`src/rtl/serial_bit_feeder.sv`:
```
// ============================================================================
// Module   : serial_bit_feeder
// Purpose  : Serializes valid/ready parallel words onto one bit line, one word
//            of buffering so consecutive words stream with no gap bits.
// Revision : 1.0 - initial release
// ============================================================================
`default_nettype none

module serial_bit_feeder #(
  parameter int          DATA_W    = 8,
  parameter bit          MSB_FIRST = 1'b1,
  parameter bit          IDLE_BIT  = 1'b0,
  parameter int          CNT_W     = 16
) (
  input  logic              clk,
  input  logic              reset_n,
  input  logic [DATA_W-1:0] in_data,
  input  logic              in_valid,
  output logic              in_ready,
  input  logic              flush,
  output logic              dout,
  output logic              dout_valid,
  output logic              busy,
  output logic [CNT_W-1:0]  words_sent
);

  localparam int                 CNT_BW = (DATA_W > 2) ? $clog2(DATA_W) : 1;
  localparam logic [CNT_BW-1:0]  c_last = CNT_BW'(DATA_W - 1);

  typedef enum logic [0:0] {
    S_IDLE  = 1'b0,
    S_SHIFT = 1'b1
  } state_t;

  state_t              r_state;
  state_t              w_state_nxt;
  logic [DATA_W-1:0]   r_hold;
  logic                r_hold_full;
  logic [DATA_W-1:0]   r_shift;
  logic [CNT_BW-1:0]   r_bit_cnt;
  logic                r_dout;
  logic                r_dout_valid;
  logic [CNT_W-1:0]    r_words;

  logic                w_accept;
  logic                w_last;
  logic                w_load;
  logic                w_first;
  logic                w_next_bit;
  logic [DATA_W-1:0]   w_shifted;

  // The shifter rotates rather than shifts so every bit of r_shift stays live;
  // only the bits not yet presented are ever read.
  generate
    if (MSB_FIRST) begin : g_msb
      assign w_first    = r_hold[DATA_W-1];
      assign w_next_bit = r_shift[DATA_W-2];
      assign w_shifted  = {r_shift[DATA_W-2:0], r_shift[DATA_W-1]};
    end else begin : g_lsb
      assign w_first    = r_hold[0];
      assign w_next_bit = r_shift[1];
      assign w_shifted  = {r_shift[0], r_shift[DATA_W-1:1]};
    end
  endgenerate

  assign in_ready   = !r_hold_full && !flush;
  assign w_accept   = in_valid && in_ready;
  assign w_last     = (r_state == S_SHIFT) && (r_bit_cnt == c_last);
  assign dout       = r_dout;
  assign dout_valid = r_dout_valid;
  assign busy       = (r_state == S_SHIFT) || r_hold_full;
  assign words_sent = r_words;

  always_ff @(posedge clk or negedge reset_n) begin
    if (!reset_n) begin
      r_state <= S_IDLE;
    end else begin
      r_state <= w_state_nxt;
    end
  end

  always_comb begin
    w_state_nxt = r_state;
    w_load      = 1'b0;
    if (flush) begin
      w_state_nxt = S_IDLE;
    end else begin
      case (r_state)
        S_IDLE: begin
          if (r_hold_full) begin
            w_load      = 1'b1;
            w_state_nxt = S_SHIFT;
          end
        end
        S_SHIFT: begin
          if (w_last) begin
            if (r_hold_full) begin
              w_load = 1'b1;
            end else begin
              w_state_nxt = S_IDLE;
            end
          end
        end
        default: w_state_nxt = S_IDLE;
      endcase
    end
  end

  // Accept and load never coincide: accept needs an empty holding register,
  // load needs a full one.
  always_ff @(posedge clk or negedge reset_n) begin
    if (!reset_n) begin
      r_hold       <= '0;
      r_hold_full  <= 1'b0;
      r_shift      <= '0;
      r_bit_cnt    <= '0;
      r_dout       <= IDLE_BIT;
      r_dout_valid <= 1'b0;
      r_words      <= '0;
    end else if (flush) begin
      r_hold_full  <= 1'b0;
      r_bit_cnt    <= '0;
      r_dout       <= IDLE_BIT;
      r_dout_valid <= 1'b0;
    end else begin
      if (w_accept) begin
        r_hold      <= in_data;
        r_hold_full <= 1'b1;
      end
      if (w_load) begin
        r_shift      <= r_hold;
        r_hold_full  <= 1'b0;
        r_bit_cnt    <= '0;
        r_dout       <= w_first;
        r_dout_valid <= 1'b1;
      end else if (w_last) begin
        r_dout       <= IDLE_BIT;
        r_dout_valid <= 1'b0;
      end else if (r_state == S_SHIFT) begin
        r_shift   <= w_shifted;
        r_bit_cnt <= r_bit_cnt + 1'b1;
        r_dout    <= w_next_bit;
      end
      if (w_last) begin
        r_words <= r_words + 1'b1;
      end
    end
  end

endmodule

`default_nettype wire

```
`config.mk`:
```
export PLATFORM = sky130hd
export DESIGN_NAME = serial_bit_feeder
export DESIGN_NICKNAME = d
export VERILOG_FILES = /design/src/rtl/serial_bit_feeder.sv
export SDC_FILE = /design/constraint.sdc
export NUM_CORES = 1
export LEC_CHECK = 0
export BUFFER_PORTS_ARGS = -buffer_cell sky130_fd_sc_hd__buf_4
export CORE_MARGIN = 2
export CORE_UTILIZATION = 49
export CTS_CLUSTER_SIZE = 14
export DETAILED_ROUTE_END_ITERATION = 6
export PLACE_DENSITY_LB_ADDON = 0.15
export RECOVER_POWER = 100
export SLEW_MARGIN = 30
export SYNTH_ARGS = -nofsm -noshare
export SYNTH_HDL_FRONTEND = slang
export SYNTH_SLANG_ARGS = --single-unit
```
`constraint.sdc`:
```
create_clock -name clk -period 1.53 [get_ports clk]
set_input_delay 0.153 -clock clk [delete_from_list [all_inputs] [get_ports clk]]
set_output_delay 0.153 -clock clk [all_outputs]
set_load 0.02 [all_outputs]
```
After elaboration in Yosys (flattened, before gate mapping). Cells that the tools add are included.

Memories kept: 0. Memory bits (read-only): 0. Logic and storage cells: 54. Bits in writable memories: 0. Register bits: 39. Latch bits: 0. Output and inout port bits: 20.

Bitwise logic cells: 2. Reductions and logical operators: 15. Eq/ne operators: 3. Multiply operators: 0. Magnitude comparators: 0. Multiplexer cells: 24. Divide/modulo/power cells: 0. Shifts and indexed selects: 0. Add/subtract/negate cells: 2.

Operator list (count): $mux W8 (3); $add A16 B1 Y16 const B (1); $mux W1 (15); $mux W3 (4); $reduce_bool A3 Y1 (3); $reduce_and A2 Y1 (3); $pmux W1 S2 (2); $reduce_bool A4 Y1 (1); $add A3 B1 Y3 const B (1); $eq A3 B3 Y1 const B (1); $logic_and A1 B1 Y1 (3); $ne A3 B2 Y1 const B (1); $reduce_and A3 Y1 (1); $logic_not A1 Y1 (2); $ne A2 B1 Y1 const B (1); $not A1 Y1 (2); $reduce_bool A2 Y1 (1); $logic_or A1 B1 Y1 (1).

Logic depth before layout (Yosys ltp). Gate-level depths: netlist of run 1.

Depth after elaboration: 7. Depth in mapped cells: 8.

Worst setup path after synthesis of run 1. OpenSTA, ideal clock, no wires.

Path type: register to register. Start point: register r_bit_cnt[0]. End point: register r_shift[3]. Cell stages (with the launch flop): 9. Arrival: 1.424 ns. Required time: 1.394 ns. Setup slack: -0.030 ns. Path through: dfrtp_1 > ha_1 > ha_1 > nor2b_1 > buf_2 > nor2b_1 > buf_2 > a22oi_1 > o21ai_0.

Cells in the longest elaborated chain, start to end: 7.

Ends and longest elaborated chain: from (decl) (line 40) `logic [CNT_BW-1:0] r_bit_cnt;`; from (signal assigned) (line 141) `r_bit_cnt <= r_bit_cnt + 1'b1;`; $eq A3 B3 Y1 (*) (line 68) `assign w_last = (r_state == S_SHIFT) && (r_bit_cnt == c_last);`; $logic_and A1 B1 Y1 (*) (line 68); $mux W1 (line 96) `if (w_last) begin`; $pmux W1 S2 (line 88) `case (r_state)`; $mux W1 (line 85) `if (flush) begin`; $ne A2 B1 Y1 (no source line) / $reduce_bool A2 Y1 (equally long branches); $reduce_and A3 Y1 (no source line); to (signal assigned) (line 131) `r_shift <= r_hold;`; to (signal assigned) (line 140) `r_shift <= w_shifted;`; to (decl) (line 39) `logic [DATA_W-1:0] r_shift;`.

Mark *: on every way between the ends. The rest lies on a longest branch, timed or not. A chain may end at the register's enable or synchronous reset.

Worst setup path in the final report of run 1.
Start point: register r_bit_cnt[0]. End point: register r_words[6], in the netlist words_sent[6].

Cells in the longest elaborated chain, start to end: 3.

Ends and longest elaborated chain: $eq A3 B3 Y1 (line 68); $logic_and A1 B1 Y1 (line 68); $reduce_and A2 Y1 (no source line); to (signal assigned) (line 145) `r_words <= r_words + 1'b1;`; to (decl) (line 43) `logic [CNT_W-1:0] r_words;`.

Every way passes these cells.

==> metrics.txt, run 1 <==
status=finished with violations; failing checks=setup timing; ratio of cells with drive above 1 in the final layout=34.50%; Final GP Congestion=0.7145; pin count of the biggest net entering global routing=40; Cell Area, Placed=2073 um^2; CP endpoint kind=flop; final worst setup slack=-51.18 ps; DR vias=1259; CP peak stage delay=380 ps; RSZ-0062 raised after global routing=true; Initial Util=between 50 and 60%; Leakage=1.043 nW; post-synthesis cell count=150; H-tree depth=2; critical path, cell by cell=ha_2 > ha_4 > nand4b_1 > nor2_4 > and3_4 > xor2_2; Gate power share=between 10% and 20%; TritonRoute pass-1 iters=4; # clock sinks=39; crit share post-route=103.3%; average size of a mapped cell=11.40 um^2; sw frac=24.91%; Final Skew=9.265 ps; Post-Synth Adder-Cell Area=2.195%; initial antenna violation count=0; Pwr Density=991.8 nW/um^2; Worst Max-Slew Pin Slew=931.3 ps; internal power=1.700 mW; dpl hpwl=2285 um; synthesized area=1710 um^2; CTS max path bufs=2; Slew HR=37.91%; WL/cell=13.42 um; main combinational cell family by area after synthesis=simple AND/OR/NAND/NOR gates; crit-path max FO=6; Net Sw Power=0.5642 mW; Tot Pwr=2.265 mW; post-route cell area=2283 um^2; drt drc=0; core area=3337 um^2; Synth Area in Compound Gates=between 8 and 9%; Worst VDD drop=1.012 mV; routed vias/inst=5.118; Hold WS=19.22 ps; drt total wl=about 3300 um; post-place setup slack=-210.4 ps; Final Max Tran Viols=0; Req. time, crit path=1800 ps; min cycle time layout=1581 ps; Simple-Gate Fraction of Synth Area=15.22%; io pins=32; die width=63.08 um; die height=63.08 um; Hold Fails Final Rpt=0; Worst path slowest cell=dfrtp_1; MaxCap Viol Count=0; XOR/XNOR Fraction of Synth Area=just under 8%; Area growth, synth to finish=33.50%; reg2reg setup slack=-50 ps; Max Freq=632.4 MHz; # nets final=214; worst skew pair latency=around 340 ps; register area share after synthesis=57.06%; CTS Root Cell=clkbuf_4; die area=3979 um^2; post-route ant nets=0; DRT iter0 DRCs=41; syn_nets=165; gr usage total=18.63%; first-pass GRT wire length=between 5000 and 6000 um; cts bufs inserted=5; Antenna diodes=0; post-synthesis mux area share=5.852%; critical path arrival=1850 ps; row count=21; sequential power share=54.4%; CTS tree=yes; Yosys cell types=30; vias in the first global route=roughly 1.3k; port bufs=31; grt ovf=0; HP Class=in -> reg; flops & latches, synth=39; yosys warns=0; Setup violations, final=3; clock edge transition at the registers on the reported setup and hold paths=120 ps; CP startpoint kind=flop; Clock power frac=about a third; kind of critical path=reg -> reg
[cells by family after synthesis]
kind of cell             count (synthesis)
buffers and inverters                   11
XOR/XNOR                                15
multiplexers                             9
flip-flops                              39
AND/OR/NAND/NOR                         49
adder cells (fa/ha/maj)                  3
AO/OA/AOI/OAI                           24
[per-layer routing]
layer  up-vias  global-route usage (%)  wire (um)
met1       610                   22.79       1478
met3         4                   5.357        130
li1        617                       -          -
met5         -                       0          0
met4         0                   7.500         55
met2        28                   30.98       1638
[final timing paths]
check / startpoint / end / depth (start not counted)
min in group asynchronous: reset_n / words_sent[0]$_DFFE_PN0N_ / 2
hold reg to reg: words_sent[15]$_DFFE_PN0N_ / words_sent[15]$_DFFE_PN0N_ / 1
hold / removal: in_data[7] / r_hold[7]$_DFFE_PN0P_ / 3
setup / recovery: r_bit_cnt[0]$_DFFE_PN0P_ / words_sent[6]$_DFFE_PN0N_ / 6
max in group asynchronous: reset_n / r_shift[1]$_DFFE_PN0P_ / 2
setup reg to reg: r_bit_cnt[0]$_DFFE_PN0P_ / words_sent[6]$_DFFE_PN0N_ / 6
[sequential cells by signal, summed over array words and instances, names as in the netlist]
register / flops
dout_valid: 1
dout: 1
r_bit_cnt: 3
r_hold_full: 1
r_hold: 8
r_shift: 8
words_sent: 16
r_state: 1
[cells in the final DEF (no fill, tap or decap), types with 4 or more instances in the layout]
cell type  instances
clkbuf_4           5
xnor2_1           11
buf_6              4
nand2_1           14
dfrtp_1           39
a21oi_1            5
clkbuf_1          15
mux2_2             7
nand4_1            4
o21ai_1            6
a22oi_2            5
buf_4             26
nor2_1             8
[cell usage after synthesis]
master / n / area [um^2]
buf_2: 6 / 30.03
inv_1: 3 / 11.26
dfrtp_1: 39 / 975.9
nor2b_1: 2 / 12.51
and2_1: 1 / 6.260
nor2_2: 1 / 6.260
a21boi_0: 1 / 7.510
clkbuf_1: 1 / 3.750
o21bai_2: 1 / 11.26
xnor2_1: 12 / 105.1
mux2_2: 8 / 90.09
nand3_1: 4 / 20.02
o21ai_1: 1 / 5.000
mux2i_1: 1 / 10.01
xor2_1: 3 / 26.28
nand4_1: 4 / 25.02
and3_1: 4 / 25.02
o21ai_0: 8 / 40.04
nor3b_1: 2 / 15.01
nand4b_1: 1 / 8.760
nor2_1: 9 / 33.78
or2_2: 1 / 6.260
a21oi_1: 5 / 25.02
nor4_4: 1 / 21.27
a22oi_1: 8 / 60.06
nor3_1: 3 / 15.01
ha_1: 3 / 37.54
buf_6: 1 / 11.26
nand2_1: 15 / 56.30
and4_1: 1 / 8.760
[per-stage QoR]
step	TNS [ps]	std cells	util, %
after CTS	-44.28	242	67.04
after detailed placement	-2598	231	62.13
final	-60.67	246	68.43
after global routing	-810.5	246	68.43
after floorplan	0	150	-
after global placement	-664.7	231	62.13
[power by group through the flow]
stage               logic (mW)  registers [mW]  clock network [mW]
global route             0.364            1.24               0.780
floorplan                0.167            1.22                   0
global placement         0.269            1.23                   0
CTS                      0.297            1.22               0.736
finish                   0.321            1.23               0.712
detailed placement       0.282            1.24                   0
[critical path: cells and delay by family, from the launching register on]
family | cells | cell delay, ps
flip-flops | 1 | 380
AND/OR/NAND/NOR | 3 | 640
adder cells (fa/ha/maj) | 2 | 360
XOR/XNOR | 1 | 130
[layout make-up]
type                       count  area [um^2]
tap                           46        57.56
clock inverter                 2        35.03
sequential                    39        975.9
fill                         290         1054
inverter                       3        11.26
timing repair buffer          49        351.6
multi-input combinational    101        800.8
clock buffer                   6        51.30
[repair_timing]
item | 4_1_cts | 5_1_grt
pin swaps | 4 | 16
buffers inserted | 2 | 3
resized for setup | 12 | 19
setup endpoints to repair | 24 | 23
hold endpoints to repair | 39 | 0
hold buffers | 1 | 0
cloned | 0 | 1
(Power assumes the default switching activity.)
==> run 2, diff against run 1 <==
==> constraint.sdc (replaced) <==
create_clock -name clk -period 1.53 [get_ports clk]
set_input_delay 0.153 -clock clk [delete_from_list [all_inputs] [get_ports clk]]
set_output_delay 0.153 -clock clk [all_outputs]
set_load 0.05 [all_outputs]
==> run 2 against run 1 <==
The run still ends with setup timing left. Final cell count is 0.41% higher. Largest power group unchanged. Critical path type unchanged. Largest cell class unchanged. Register-to-register slack hardly changed. Final area increased by 2.2%. Clock-buffer cell count grew 2.
==> metrics.txt, run 2 (synthesis gave the netlist of run 1 again) <==
CP peak stage delay=400 ps; failing checks=setup timing; critical path, cell by cell=ha_2 > ha_4 > nor2b_4 > buf_8 > buf_6 > nor3_4 > a21oi_2 > nor2_1; Area growth, synth to finish=36.43%; routed vias/inst=5.340; hold path depth=3; post-place setup slack=-159.5 ps; die height=roughly 63 um; initial antenna violation count=0; # nets final=215; status=finished with violations; Req. time, crit path=1770 ps; drt drc=0; metal2 WL=1959 um; Util after Layout=69.93%; # clock sinks=39; Hold Fails Final Rpt=0; Final Skew=between 5 and 6 ps; MaxCap Viol Count=0; gr usage total=19.17%; pin count of the biggest net entering global routing=40; FF-to-FF End=r_bit_cnt[0]$_DFFE_PN0P_; cts bufs inserted=5; Top Metal Used=met4; Cell Area, Placed=2044 um^2; CP endpoint kind=flop; crit share post-route=103.2%; ratio of cells with drive above 1 in the final layout=46.77%; DRT iter0 DRCs=45; vias in the first global route=1302; TritonRoute pass-1 iters=4; WL/cell=roughly 15 um; RSZ-0062 raised after global routing=true; H-tree depth=2; Worst VDD drop=0.7983 mV; row count=21; Worst Reg-to-Reg Cells=8; HP Class=in -> reg; worst skew pair latency=340 ps; WHS Endpoint=r_hold[7]$_DFFE_PN0P_; fin cells=247; DR vias=roughly 1.3k; die area=roughly 4000 um^2; Final GP Congestion=0.7494; drt total wl=approximately 3800 um; Worst path slowest cell=dfrtp_1; io pins=32; most common cell after layout, fill and taps aside=dfrtp_1; Final Max Tran Viols=0; reg2reg setup slack=-50 ps; worst r2r src=r_bit_cnt[1]$_DFFE_PN0P_; Hold Crit Start=in_data[7]; Worst Max-Slew Pin Slew=930.5 ps; most frequent cells in the layout=32 x dfrtp_1, 27 x buf_4, 15 x clkbuf_2; post-route ant nets=0; Hold WS=11.96 ps; Antenna diodes=0; die width=63.08 um; CP startpoint kind=flop; WL met3=between 150 and 200 um; dpl cells=roughly 230; port bufs=31; final worst setup slack=-48.80 ps; Slew HR=around 38%; grt ovf=0; clock edge transition at the registers on the reported setup and hold paths=roughly 100 ps; CTS tree=yes; Setup violations, final=8; Max Freq=633.4 MHz; kind of critical path=reg -> reg; dpl hpwl=roughly 2400 um; max FFs per register=16; core area=3337 um^2; CTS Root Cell=clkbuf_4; post-route cell area=2333 um^2; Leakage=1.073 nW; first-pass GRT wire length=between 5000 and 6000 um; Pwr Density=951.0 nW/um^2; min cycle time layout=1579 ps; critical path arrival=1820 ps; Initial Util=51.26%; CTS max path bufs=2; met1 wire length=between 1500 and 2000 um; crit-path max FO=5
==> run 2: repair_timing <==
action / CTS / global route
gates cloned: 0 / 3
resized for setup: 8 / 29
hold buffers: 1 / 0
endpoints found under the hold margin: 39 / 0
pin swaps: 2 / 13
endpoints found under the setup margin: 21 / 21
setup buffers: 4 / 4
==> run 2: per-stage QoR <==
step                power (mW)  TNS [ps]
floorplan                1.417         0
global placement         1.514    -738.6
detailed placement       1.535     -1705
CTS                      2.141    -10.21
global route             2.349     -1320
finish                   2.219    -176.2
==> run 2: worst max-delay path by stage <==
stage                                 endpoint  slack [ps]                startpoint  cells after the start
finish                r_bit_cnt[0]$_DFFE_PN0P_         -50  r_bit_cnt[1]$_DFFE_PN0P_                      8
global route        words_sent[12]$_DFFE_PN0N_        -130  r_bit_cnt[1]$_DFFE_PN0P_                      6
CTS                  words_sent[6]$_DFFE_PN0N_         -10  r_bit_cnt[0]$_DFFE_PN0P_                      6
detailed placement   words_sent[7]$_DFFE_PN0N_        -160  r_bit_cnt[0]$_DFFE_PN0P_                      6
global placement     words_sent[7]$_DFFE_PN0N_        -110  r_bit_cnt[0]$_DFFE_PN0P_                      6
floorplan           words_sent[11]$_DFFE_PN0N_          10  r_bit_cnt[0]$_DFFE_PN0P_                      6
==> run 2: layout make-up <==
type,instances,area [um^2]
inverter,3,11.26
clock buffer,8,68.82
multi-input combinational,102,829.5
sequential,39,984.7
tap,46,57.56
fill,268,1003
timing repair buffer,49,381.6
==> run 2: power by group <==
part | total (mW) | internal [mW] | switching [mW]
Sequential | 1.24 | 1.15 | 0.0919
Clock | 0.587 | 0.270 | 0.317
Combinational | 0.394 | 0.190 | 0.204
==> run 2: routing by layer <==
layer / track usage [%] / up-vias
li1: - / 616
met2: 31.52 / 42
met4: 7.500 / 0
met5: 0 / -
met1: 23.87 / 648
met3: 5.536 / 13
==> run 2: critical path, delay by kind of cell (launching register included) <==
kind | cells | cell delay, ps
flip-flops | 1 | 400
AO/OA/AOI/OAI | 1 | 110
AND/OR/NAND/NOR | 3 | 290
adder cells (fa/ha/maj) | 2 | 390
buffers and inverters | 2 | 280
==> run 3, diff against run 2 <==
--- a/config.mk
+++ b/config.mk
@@ -6,6 +6,7 @@
 export NUM_CORES = 1
 export LEC_CHECK = 0
 export BUFFER_PORTS_ARGS = -buffer_cell sky130_fd_sc_hd__buf_4
+export CORE_ASPECT_RATIO = 0.75
 export CORE_MARGIN = 2
 export CORE_UTILIZATION = 49
 export CTS_CLUSTER_SIZE = 14
==> run 3 against run 2 <==
The run still ends with setup timing left. Register-to-register slack better by 40 ps. Clock power increased by 14%. Sequential share of layout area increased by 2.7 points. Clock-buffer cell count fell by 3. Power decreased by 0.85%. Core utilization down 3.7 points. Combinational power down 21%. Critical endpoint is now words_sent[8]$_DFFE_PN0N_. Largest power group unchanged.
==> metrics.txt, run 3 (synthesis gave the netlist of run 1 again) <==
status=finished with violations; failing checks=setup timing; kind of critical path=reg -> reg; CTS tree=yes; critical path buffer and inverter count=1; Total Neg Setup Slack=-14.18 ps; most frequent cells in the layout=32 x dfrtp_1, 23 x buf_4, 14 x nand2_1, 14 x clkbuf_1, 12 x xnor2_1; DR vias=1245; TritonRoute pass-1 iters=4; min cycle time layout=between 1500 and 2000 ps; Hold WS=approximately 85 ps; CP peak stage delay=370 ps; H-tree depth=2; Initial Util=51.66%; Leakage=0.9881 nW; crit-path max FO=6; Gate power share=roughly 14%; HP Class=in -> reg; critical path arrival=approximately 1700 ps; Hold Fails Final Rpt=0; CTS Root Cell=clkbuf_8; final worst setup slack=-12.31 ps; Final Skew=about 4.7 ps; # nets final=210; gr usage total=19.20%; sw frac=between 20% and 30%; crit path launch=r_bit_cnt[0]$_DFFE_PN0P_; sequential power share=55.5%; die height=55.17 um; Worst path slowest cell=dfrtp_1; clock edge transition at the registers on the reported setup and hold paths=around 80 ps; Max Freq=648.4 MHz; drt drc=0; Hold Crit Start=in_data[7]; internal power=1.599 mW; vias in the first global route=1229; worst r2r src=r_bit_cnt[0]$_DFFE_PN0P_; critical path, cell by cell=ha_2 > ha_4 > nand4b_1 > nor2_4 > buf_4 > nand2_1 > xnor2_1; post-route ant nets=0; Worst VDD drop=0.6490 mV; CP top delay family=simple AND/OR/NAND/NOR gates; ratio of cells with drive above 1 in the final layout=34.69%; Top Metal Used=met4; Pwr Density=roughly 1000 nW/um^2; met1 wire length=1584 um; drt total wl=~3400 um; Final GP Congestion=~0.77; routed vias/inst=5.275; Slew HR=36.15%; reg2reg setup slack=-10 ps; crit share post-route=100.8%; WL met3=137 um; Net Sw Power=0.6007 mW; FILL cells=270; most common cell after layout, fill and taps aside=dfrtp_1; Antenna diodes=0; CP startpoint kind=flop; CP endpoint kind=flop; max FFs per register=16; core area=3311 um^2; DRT iter0 DRCs=49; Setup violations, final=3; port bufs=31; Final Max Tran Viols=0; pin count of the biggest net entering global routing=40; Clock power frac=a little under a third; initial antenna violation count=0; grt ovf=0; Req. time, crit path=about 1700 ps; metal2 WL=1664 um; Area growth, synth to finish=28.16%; dpl hpwl=2378 um; worst skew pair latency=around 290 ps; io pins=32; # clock sinks=39; MaxCap Viol Count=0; RSZ-0062 raised after global routing=true; WL/cell=14.50 um; die area=3984 um^2; row count=18; CTS max path bufs=2; cts bufs inserted=5; die width=72.22 um; Worst Max-Slew Pin Slew=957.7 ps; first-pass GRT wire length=between 5000 and 6000 um
## run 3: per-stage QoR
stage,power [mW],std cells,setup slack [ps],util (%),instance area [um^2]
after floorplan,1.417,150,9.927,-,1734
after global placement,1.523,225,-70.63,62.59,2072
after detailed placement,1.543,225,-230.5,62.59,2072
after CTS,2.210,235,4.760,66.70,2208
after global routing,2.315,236,-108.4,66.21,2192
final,2.200,236,-12.31,66.21,2192
## run 3: final cells by class
class / instances / area [um^2] / area share [%]
clock buffer: 5 / 68.82 / 3.139
clock inverter: 3 / 15.01 / 0.6849
inverter: 3 / 11.26 / 0.5137
multi-input combinational: 100 / 743.2 / 33.90
sequential: 39 / 984.7 / 44.92
tap: 40 / 50.05 / 2.283
timing repair buffer: 46 / 319.1 / 14.55
## run 3: what timing repair did
| action | CTS | global route |
|---|---|---|
| setup buffers | 1 | 1 |
| hold buffers | 1 | 0 |
| resized for setup | 8 | 12 |
| pin swaps | 4 | 3 |
| endpoints found under the setup margin | 21 | 19 |
| endpoints found under the hold margin | 39 | 0 |
## run 3: layer usage
metal,vias to the layer above,global-route usage (%)
met5,-,0
met4,0,5.660
met3,5,5.978
met2,21,32.87
met1,613,23.88
li1,606,-
## run 3: power by group through the flow
stage / Combinational (mW) / Clock, mW / Sequential, mW
final: 0.312 / 0.668 / 1.22
after global routing: 0.349 / 0.729 / 1.24
after CTS: 0.307 / 0.683 / 1.22
after detailed placement: 0.306 / 0 / 1.24
after global placement: 0.289 / 0 / 1.23
after floorplan: 0.181 / 0 / 1.24
## run 3: worst paths after layout
path	to	cells after the start
max in group asynchronous	r_hold_full$_DFFE_PN0P_	2
min in group asynchronous	r_hold[4]$_DFFE_PN0P_	2
hold / removal	r_hold[7]$_DFFE_PN0P_	3
setup / recovery	words_sent[8]$_DFFE_PN0N_	7
hold reg to reg	words_sent[15]$_DFFE_PN0N_	1
setup reg to reg	words_sent[8]$_DFFE_PN0N_	7
## run 3: tightest hold or removal path, cell delays in order
cell and delay, ps:
buf_4 80, nand2_1 40, o21ai_0 60
